[config.mk]
export PLATFORM = sky130hd
export DESIGN_NAME = load_store_unit
export DESIGN_NICKNAME = d
export VERILOG_FILES = /design/src/rtl/load_store_unit.sv
export SDC_FILE = /design/constraint.sdc
export NUM_CORES = 1
export LEC_CHECK = 0
export ABC_AREA = 1
export ABC_CLOCK_PERIOD_IN_PS = 1500
export BUFFER_PORTS_ARGS = -buffer_cell sky130_fd_sc_hd__clkbuf_2
export CORE_UTILIZATION = 30
export CTS_CLUSTER_SIZE = 12
export DETAILED_ROUTE_END_ITERATION = 12
export GPL_TIMING_DRIVEN = 1
export PLACE_DENSITY = 0.66
export RECOVER_POWER = 50
export SYNTH_ARGS = -nofsm -noshare
export SYNTH_HDL_FRONTEND = slang
export SYNTH_SLANG_ARGS = --single-unit
[constraint.sdc]
create_clock -name Clock -period 1.5 [get_ports Clock]
set_input_delay 0.15 -clock Clock [delete_from_list [all_inputs] [get_ports Clock]]
set_output_delay 0.15 -clock Clock [all_outputs]
set_load 0.01 [all_outputs]
[src/rtl/load_store_unit.sv]
// Memory-stage load/store front end for a word-only DataMemory.
// Handles sub-word extraction, SB/SH read-modify-write and alignment faults.
module load_store_unit #(
  parameter int ADDR_WIDTH = 6,
  parameter bit BIG_ENDIAN = 1'b1
) (
  input  logic                  Clock,
  input  logic                  Reset_L,
  input  logic                  ReqValid,
  input  logic [2:0]            ReqOp,
  input  logic [31:0]           ReqAddr,
  input  logic [31:0]           ReqStoreData,
  output logic [ADDR_WIDTH-1:0] MemAddress,
  output logic [31:0]           MemWriteData,
  output logic                  MemoryRead,
  output logic                  MemoryWrite,
  input  logic [31:0]           MemReadData,
  output logic                  Stall,
  output logic [31:0]           LoadData,
  output logic                  LoadValid,
  output logic                  AlignFault
);

  localparam logic [2:0] OP_LW  = 3'd0;
  localparam logic [2:0] OP_LH  = 3'd1;
  localparam logic [2:0] OP_LHU = 3'd2;
  localparam logic [2:0] OP_LB  = 3'd3;
  localparam logic [2:0] OP_LBU = 3'd4;
  localparam logic [2:0] OP_SW  = 3'd5;
  localparam logic [2:0] OP_SH  = 3'd6;
  localparam logic [2:0] OP_SB  = 3'd7;

  typedef enum logic [1:0] {
    IDLE      = 2'd0,
    LOAD_DONE = 2'd1,
    RMW_MERGE = 2'd2
  } state_t;

  state_t      state;
  logic [2:0]  op_q;
  logic [1:0]  lane_q;
  logic [31:0] load_q;

  logic        misaligned;
  logic        is_load;
  logic        is_sub_store;
  logic [4:0]  byte_sh;
  logic [4:0]  half_sh;
  logic [7:0]  rd_byte;
  logic [15:0] rd_half;
  logic [31:0] load_result;
  logic [31:0] merged;
  logic        unused_bits;

  assign unused_bits = ^ReqAddr[31:ADDR_WIDTH+2];

  always_comb begin
    misaligned = 1'b0;
    unique case (ReqOp)
      OP_LW, OP_SW:         misaligned = |ReqAddr[1:0];
      OP_LH, OP_LHU, OP_SH: misaligned = ReqAddr[0];
      default:              misaligned = 1'b0;
    endcase
  end

  assign is_load      = (ReqOp <= OP_LBU);
  assign is_sub_store = (ReqOp == OP_SH) || (ReqOp == OP_SB);

  // Lane 0 sits in the top byte when big-endian, so the shift is mirrored.
  assign byte_sh = BIG_ENDIAN ? {~lane_q, 3'b000}
                              : {lane_q, 3'b000};
  assign half_sh = BIG_ENDIAN ? {~lane_q[1], 4'b0000}
                              : {lane_q[1], 4'b0000};

  assign rd_byte = 8'(MemReadData >> byte_sh);
  assign rd_half = 16'(MemReadData >> half_sh);

  always_comb begin
    load_result = MemReadData;
    unique case (op_q)
      OP_LH:   load_result = {{16{rd_half[15]}}, rd_half};
      OP_LHU:  load_result = {16'h0000, rd_half};
      OP_LB:   load_result = {{24{rd_byte[7]}}, rd_byte};
      OP_LBU:  load_result = {24'h000000, rd_byte};
      default: load_result = MemReadData;
    endcase
  end

  always_comb begin
    merged = MemReadData;
    if (op_q == OP_SB) begin
      merged = (MemReadData & ~(32'h0000_00ff << byte_sh))
             | (32'(ReqStoreData[7:0]) << byte_sh);
    end else begin
      merged = (MemReadData & ~(32'h0000_ffff << half_sh))
             | (32'(ReqStoreData[15:0]) << half_sh);
    end
  end

  always_ff @(posedge Clock or negedge Reset_L) begin
    if (!Reset_L) begin
      state  <= IDLE;
      op_q   <= OP_LW;
      lane_q <= 2'b00;
      load_q <= 32'h0;
    end else begin
      unique case (state)
        IDLE: begin
          if (ReqValid && !misaligned) begin
            if (is_load) begin
              state  <= LOAD_DONE;
              op_q   <= ReqOp;
              lane_q <= ReqAddr[1:0];
            end else if (is_sub_store) begin
              state  <= RMW_MERGE;
              op_q   <= ReqOp;
              lane_q <= ReqAddr[1:0];
            end
          end
        end
        LOAD_DONE: begin
          load_q <= load_result;
          state  <= IDLE;
        end
        RMW_MERGE: state <= IDLE;
        default:   state <= IDLE;
      endcase
    end
  end

  // Outputs are forced low while reset is held, including the address.
  always_comb begin
    MemAddress   = '0;
    MemWriteData = 32'h0;
    MemoryRead   = 1'b0;
    MemoryWrite  = 1'b0;
    Stall        = 1'b0;
    LoadData     = 32'h0;
    LoadValid    = 1'b0;
    AlignFault   = 1'b0;
    if (Reset_L) begin
      MemAddress   = ReqAddr[ADDR_WIDTH+1:2];
      MemWriteData = ReqStoreData;
      LoadData     = load_q;
      unique case (state)
        IDLE: begin
          if (ReqValid) begin
            if (misaligned) begin
              AlignFault = 1'b1;
            end else if (ReqOp == OP_SW) begin
              MemoryWrite = 1'b1;
            end else begin
              MemoryRead = 1'b1;
              Stall      = 1'b1;
            end
          end
        end
        LOAD_DONE: begin
          LoadData  = load_result;
          LoadValid = 1'b1;
        end
        RMW_MERGE: begin
          MemWriteData = merged;
          MemoryWrite  = 1'b1;
        end
        default: ;
      endcase
    end
  end

endmodule

==> results of run 1 <==
final cells by class:
cell class / count / share of cell area, %
inverters: 96 / 5.55
flip-flops and latches: 39 / 14.3
multi-input cells: 580 / 46.6
repair buffers: 261 / 27.7
well taps: 180 / 3.28
clock inverters: 2 / 0.511
clock buffers: 6 / 2.03
Yosys cell counts (all sizes together):
| master | number | share of area [%] |
|---|---|---|
| nand2 | 334 | 31 |
| inv | 91 | 8.1 |
| o21ai | 72 | 8.7 |
| a21oi | 64 | 8.9 |
| nor2 | 50 | 5.5 |
| nand3 | 44 | 5.7 |
| dfrtp | 39 | 23 |
| buf | 30 | 5.1 |
| clkbuf | 16 | 1.4 |
| clkinv | 5 | 0.44 |
| o22ai | 5 | 0.74 |
| a21boi | 2 | 0.36 |
| nor3 | 2 | 0.24 |
| a31oi | 1 | 0.15 |
| nand4 | 1 | 0.15 |
| o211ai | 1 | 0.18 |
| o31ai | 1 | 0.18 |
sequential cells by signal, indices dropped and copies added (netlist names):
name	flops
op_q	3
load_q	32
lane_q	2
state	2
critical path, cell delays in order (launching register included):
cell                       delay [ns]
sky130_fd_sc_hd__dfrtp_2         0.48
sky130_fd_sc_hd__buf_6           0.15
sky130_fd_sc_hd__buf_4           0.13
sky130_fd_sc_hd__nand3_2         0.06
sky130_fd_sc_hd__a21boi_1        0.05
sky130_fd_sc_hd__buf_4           0.16
sky130_fd_sc_hd__nand2_4         0.14
sky130_fd_sc_hd__nand2_1         0.10
sky130_fd_sc_hd__a21oi_2         0.12
sky130_fd_sc_hd__buf_2           0.16
worst paths after layout:
kind	from	to	slack, ns	cells after the start
hold / removal	Reset_L	state[0]	-0.009	2
setup / recovery	op_q[0]	LoadData[30]	-0.51	9
max in group asynchronous	Reset_L	load_q[14]	0.77	2
hold reg to reg	load_q[28]	load_q[28]	0.49	2
setup reg to reg	op_q[2]	load_q[3]	-0.03	10
min in group Clock	ReqAddr[1]	lane_q[1]	0.12	3
layer usage:
metal / vias up / global-route usage [%]
li1: 2815 / -
met1: 2534 / 28.3
met2: 211 / 38.7
met3: 33 / 3.35
met4: 0 / 7.87
met5: - / 0
cell families (layout without fill, tap and decap cells):
logic type	count (synthesis)	count (layout)
simple gates	431	433
buf+inv	142	365
flops	39	39
compound gates	146	147
cell usage in the layout, fill, tap and decap left out, drive strengths merged, types with 2 or more instances in the layout:
cell    synthesis  layout
a21boi          2       2
a21oi          64      65
buf            30     150
clkbuf         16     117
clkinv          5       4
dfrtp          39      39
inv            91      93
nand2         334     336
nand3          44      44
nor2           50      50
nor3            2       2
o21ai          72      72
o22ai           5       5
per-stage QoR:
stage | hold slack, ns | power (mW) | cell area, um2
after floorplan | -0.146 | 4.44 | 4310
after global placement | 0.317 | 5.99 | 5720
after detailed placement | 0.313 | 6.04 | 5720
after CTS | 0.00859 | 7.93 | 6360
after global routing | 0.0136 | 9.30 | 6860
final | -0.00924 | 8.70 | 6860
report_power, final:
group / switching (mW) / internal (mW) / total [mW]
Sequential: 0.189 / 1.50 / 1.68
Clock: 0.440 / 0.827 / 1.27
Combinational: 3.13 / 2.61 / 5.74
repair_timing:
item,in CTS,in global routing
setup buffers,19,4
hold buffers,0,0
gates resized for setup,110,166
pin swaps,21,42
setup endpoints to repair,69,91
cloned,3,8
==> summary.md, run 1 <==
| Metric | Value |
|---|---|
| Result of the run | `complete, but fails checks` |
| Violated checks | `negative hold slack, negative setup slack` |
| Syn_area_per_cell | `5.58 um2` |
| Post-synth cell types | `34` |
| Non-filler instance count after layout | `1164` |
| Area growth from synthesis to final layout | `62.1%` |
| Yosys warning total | `0` |
| Simple-gate share of the synthesized area | `42.7%` |
| Sinks on the clock net | `39` |
| Total routing usage reported by global routing | `22.4%` |
| Final-report max-slew violation count | `0` |
| CP Capture Type | `output pin` |
| Worst Tran Pin Value | `0.697 ns` |
| Pin count of the biggest net entering global routing | `34` |
| Ratio of cells with drive above 1 in the final layout | `46.5%` |
| Main combinational cell family by area after synthesis | `simple AND/OR/NAND/NOR gates` |
| Die boundary width | `121 um` |
| Leftover overflow at the end of global routing | `0` |
| Total met3 wirelength after detailed routing | `1010 um` |
| Post-synthesis share of cell area spent on full adders, half adders and majority gates | `0%` |
| Worst hold-check slack | `-0.00924 ns` |
| Worst hold path type | `in -> async` |
| Final setup fails | `70` |
| Antenna violations before repair | `0` |
| Highest layer used for signal routing | `met4` |
| Compound-cell area share of the yosys netlist | `19.2%` |
| Signal arrival time at the worst endpoint | `1.86 ns` |
| Post-Syn Area | `4230 um2` |
| Std-Cell Core Area | `13800 um2` |
| Area occupied by multi-input gates | `3200 um2` |
| Setup CP Type | `reg -> out` |
| Amount of wire on met2 after detailed routing | `8420 um` |
| Utilization after layout | `49.6%` |
| Placed Instances | `1124` |
| Clock network latency to the later pin of the worst-skew pair | `0.29 ns` |
| Number of filler instances in the final layout | `1383` |
| Final wirelength | `17400 um` |
| Number of hold violations in the final report | `1` |
| Total I/O pin count | `177` |
| Maximum VDD drop | `0.815 mV` |
| Drt first-iter violations | `332` |
| Routed wire per std cell | `14.9 um` |
| Post-synthesis sequential area ratio | `23.1%` |
| Static leakage | `3.91 nW` |
| DPL Wire Length | `12400 um` |
| Required time of the critical path | `1.35 ns` |
| Via Count | `5593` |
| XOR/XNOR Fraction of Synth Area | `0%` |
| Number of vias per cell | `4.80` |
| Maximum capacitance violations | `0` |
| DRT Pass-1 Iters | `5` |
| Peak fanout along the critical path | `8` |
| Die Y-Extent | `121 um` |
| H-tree levels | `2` |
| Share of synthesized area spent on multiplexers | `0%` |
| Sequential Area | `982 um2` |
| Port Buffers | `152` |
| Count of antenna diodes in the layout | `0` |
| Post-Syn Instances | `758` |
| Final estimated routing congestion in global placement | `0.936` |
| Unrepaired setup endpoints after global routing | `true` |
| PD cells | `1270 nW/um2` |
| Place WS | `-0.233 ns` |
| Max Freq | `0.498 GHz` |
| Worst-case clock buffer depth | `2` |
| Detail Route Antenna Nets | `0` |
| Vias in the first global route | `5056` |
| Post-route setup slack | `-0.507 ns` |
| Root buffer cell | `sky130_fd_sc_hd__clkbuf_16` |
| Sum Neg Setup Slack | `-27.78 ns` |
| Final net count | `1085` |
| Fin crit period | `2.01 ns` |
| Worst slew margin relative to its limit | `53.5%` |
| Die footprint | `14600 um2` |
| Routed metal-1 wire length | `7490 um` |
| Clock Skew | `0.00731 ns` |
| CTS tree | `built` |
| Inserted Clock Buffers | `5` |
| Clock-pin slew of the registers on the worst-case setup and hold paths | `0.06 ns` |
| Count of state elements after synthesis | `39` |
| Crit start category | `register` |
| Starting Density | `30.6%` |
| Final worst-path cycle share | `134%` |
| First-pass GRT wire length | `25500 um` |
| Site row count | `43` |
| DRC violations left | `0` |
| Net count of the mapped netlist | `860` |
No activity file was read; power rests on OpenSTA's default activity.
==> inputs of run 2 (changes only) <==
Settings changed: ABC_CLOCK_PERIOD_IN_PS 1500 to unset, BUFFER_PORTS_ARGS -buffer_cell sky130_fd_sc_hd__clkbuf_2 to -buffer_cell sky130_fd_sc_hd__buf_4.
==> summary.md, run 2 (synthesis gave the netlist of run 1 again) <==
| Metric | Value |
|---|---|
| Result of the run | `complete, but fails checks` |
| Violated checks | `negative setup slack` |
| Max Freq | `0.497 GHz` |
| Setup CP Type | `reg -> out` |
| Final setup fails | `74` |
| PD cells | `1190 nW/um2` |
| Final estimated routing congestion in global placement | `0.901` |
| Clock Skew | `0.00290 ns` |
| Crit start category | `register` |
| Worst-case clock buffer depth | `2` |
| Root buffer cell | `sky130_fd_sc_hd__clkbuf_16` |
| Top Registers | `load_q (32), op_q (3)` |
| Detail Route Antenna Nets | `0` |
| Clock network latency to the later pin of the worst-skew pair | `0.28 ns` |
| Number of vias per cell | `4.95` |
| Leftover overflow at the end of global routing | `0` |
| Starting Density | `30.6%` |
| Flip-flop count of the largest register after layout | `32` |
| Count of antenna diodes in the layout | `0` |
| Pin count of the biggest net entering global routing | `37` |
| Placed standard-cell area | `5950 um2` |
| Area growth from synthesis to final layout | `65.7%` |
| Final-report max-slew violation count | `0` |
| CTS tree | `built` |
| First-pass GRT wire length | `26000 um` |
| Required time of the critical path | `1.35 ns` |
| Routed wire per std cell | `15.5 um` |
| DPL Wire Length | `12400 um` |
| Number of hold violations in the final report | `0` |
| Net switching power | `3.71 mW` |
| Post-route setup slack | `-0.512 ns` |
| Total I/O pin count | `177` |
| Drt first-iter violations | `336` |
| Vias in the first global route | `5097` |
| Final worst-path cycle share | `134%` |
| Maximum capacitance violations | `0` |
| Routed metal-1 wire length | `7420 um` |
| Final net count | `1063` |
| Total routing usage reported by global routing | `22.9%` |
| Highest layer used for signal routing | `met4` |
| Worst hold-check slack | `0.0844 ns` |
| CP Capture Type | `output pin` |
| Cell internal power dissipation | `4.63 mW` |
| Site row count | `43` |
| Worst Tran Pin Value | `0.672 ns` |
| Total met3 wirelength after detailed routing | `1020 um` |
| Unrepaired setup endpoints after global routing | `true` |
| Die footprint | `14600 um2` |
| Via Count | `5649` |
| DRC violations left | `0` |
| Port Buffers | `152` |
| Most frequent standard cell in the layout excluding fill and tap cells | `sky130_fd_sc_hd__nand2_1` |
| Worst hold path type | `in -> reg` |
| Commonest non-fill, non-tap cells in the layout | `sky130_fd_sc_hd__nand2_1 (273), sky130_fd_sc_hd__buf_4 (197), sky130_fd_sc_hd__inv_1 (77)` |
| Maximum VDD drop | `0.675 mV` |
| H-tree levels | `2` |
| DRT Pass-1 Iters | `5` |
| Antenna violations before repair | `0` |
| Flop pwr share | `20.2%` |
| Sinks on the clock net | `39` |
| Amount of wire on met2 after detailed routing | `8590 um` |
| Inserted Clock Buffers | `5` |
| Worst slew margin relative to its limit | `55.2%` |
| Final wirelength | `17700 um` |
| Top register by number of flip-flops | `load_q` |
| Clock-pin slew of the registers on the worst-case setup and hold paths | `0.06 ns` |
| Die boundary width | `121 um` |
| Power share of the clock group | `12.5%` |
| Std-Cell Core Area | `13800 um2` |
| Ratio of cells with drive above 1 in the final layout | `44.1%` |
| Die Y-Extent | `121 um` |
| Fin crit period | `2.01 ns` |
| Post-route cell area | `7010 um2` |
| Share of total power consumed by net switching | `44.5%` |
| Signal arrival time at the worst endpoint | `1.86 ns` |
| Peak fanout along the critical path | `13` |
| Static leakage | `3.82 nW` |
| Combinational fraction of design power | `67.3%` |
## run 2: cell count changes in the layout (fill, tap and decap cells not counted), sizes merged, moves of 2 or more
cell	before	now
clkinv	4	8
inv	93	91
clkbuf	117	12
buf	150	231
## run 2: power groups by stage
stage / Clock (mW) / Sequential [mW] / Combinational [mW]
CTS: 1.05 / 1.67 / 4.82
floorplan: 0 / 1.60 / 2.84
global route: 1.11 / 1.72 / 6.11
finish: 1.04 / 1.69 / 5.62
global placement: 0 / 1.65 / 4.34
detailed placement: 0 / 1.67 / 4.36
## run 2: what timing repair did
action,CTS,global route
gates cloned,4,4
endpoints found under the setup margin,68,108
gates resized for setup,82,133
pin swaps,21,41
hold endpoints to repair,5,3
setup buffers,13,8
hold buffers,1,1
## run 2: area by class of cell
| type | instances | area [um2] |
|---|---|---|
| repair buffers | 240 | 2080 |
| inverters | 96 | 378 |
| flip-flops and latches | 39 | 983 |
| fillers | 1393 | 6820 |
| clock inverters | 3 | 15.0 |
| well taps | 180 | 225 |
| clock buffers | 5 | 125 |
| multi-input cells | 579 | 3200 |
## run 2: through the flow
| stage | util, % | setup slack (ns) | std cells | total power, mW | TNS (ns) |
|---|---|---|---|---|---|
| 3_5_place_dp | 43.0 | -0.246 | 1104 | 6.03 | -9.39 |
| 4_1_cts | 46.9 | -0.429 | 1130 | 7.54 | -25.58 |
| 3_3_place_gp | 43.0 | -0.198 | 1104 | 5.98 | -7.79 |
| 2_1_floorplan | - | 0.00690 | 758 | 4.44 | 0 |
| 6_report | 50.7 | -0.512 | 1142 | 8.34 | -28.53 |
| 5_1_grt | 50.7 | -0.604 | 1142 | 8.95 | -34.65 |
## run 2: path summary, 6_finish.rpt
kind,startpoint,endpoint,slack (ns),depth (start not counted)
setup / recovery,op_q[1],LoadData[15],-0.51,10
hold / removal,ReqOp[2],state[0],0.08,2
setup reg to reg,op_q[1],load_q[11],-0.13,12
hold reg to reg,load_q[5],load_q[5],0.48,2
max in group asynchronous,Reset_L,op_q[1],0.32,4
min in group asynchronous,Reset_L,load_q[5],0.15,2
## run 2: critical path, stage by stage (launching register included)
cell and delay (ns):
sky130_fd_sc_hd__dfrtp_2 0.51, sky130_fd_sc_hd__inv_2 0.09, sky130_fd_sc_hd__nand2_4 0.10, sky130_fd_sc_hd__nand3_4 0.11, sky130_fd_sc_hd__buf_4 0.21, sky130_fd_sc_hd__nand3_1 0.11, sky130_fd_sc_hd__nand2_1 0.05, sky130_fd_sc_hd__inv_1 0.07
sky130_fd_sc_hd__nand2_2 0.06, sky130_fd_sc_hd__a21oi_2 0.14, sky130_fd_sc_hd__buf_4 0.13
## run 2: per-layer routing
| metal | track usage, % | vias to the layer above |
|---|---|---|
| li1 | - | 2759 |
| met1 | 29.7 | 2623 |
| met2 | 37.1 | 222 |
| met3 | 3.30 | 45 |
| met4 | 11.4 | 0 |
| met5 | 0 | - |
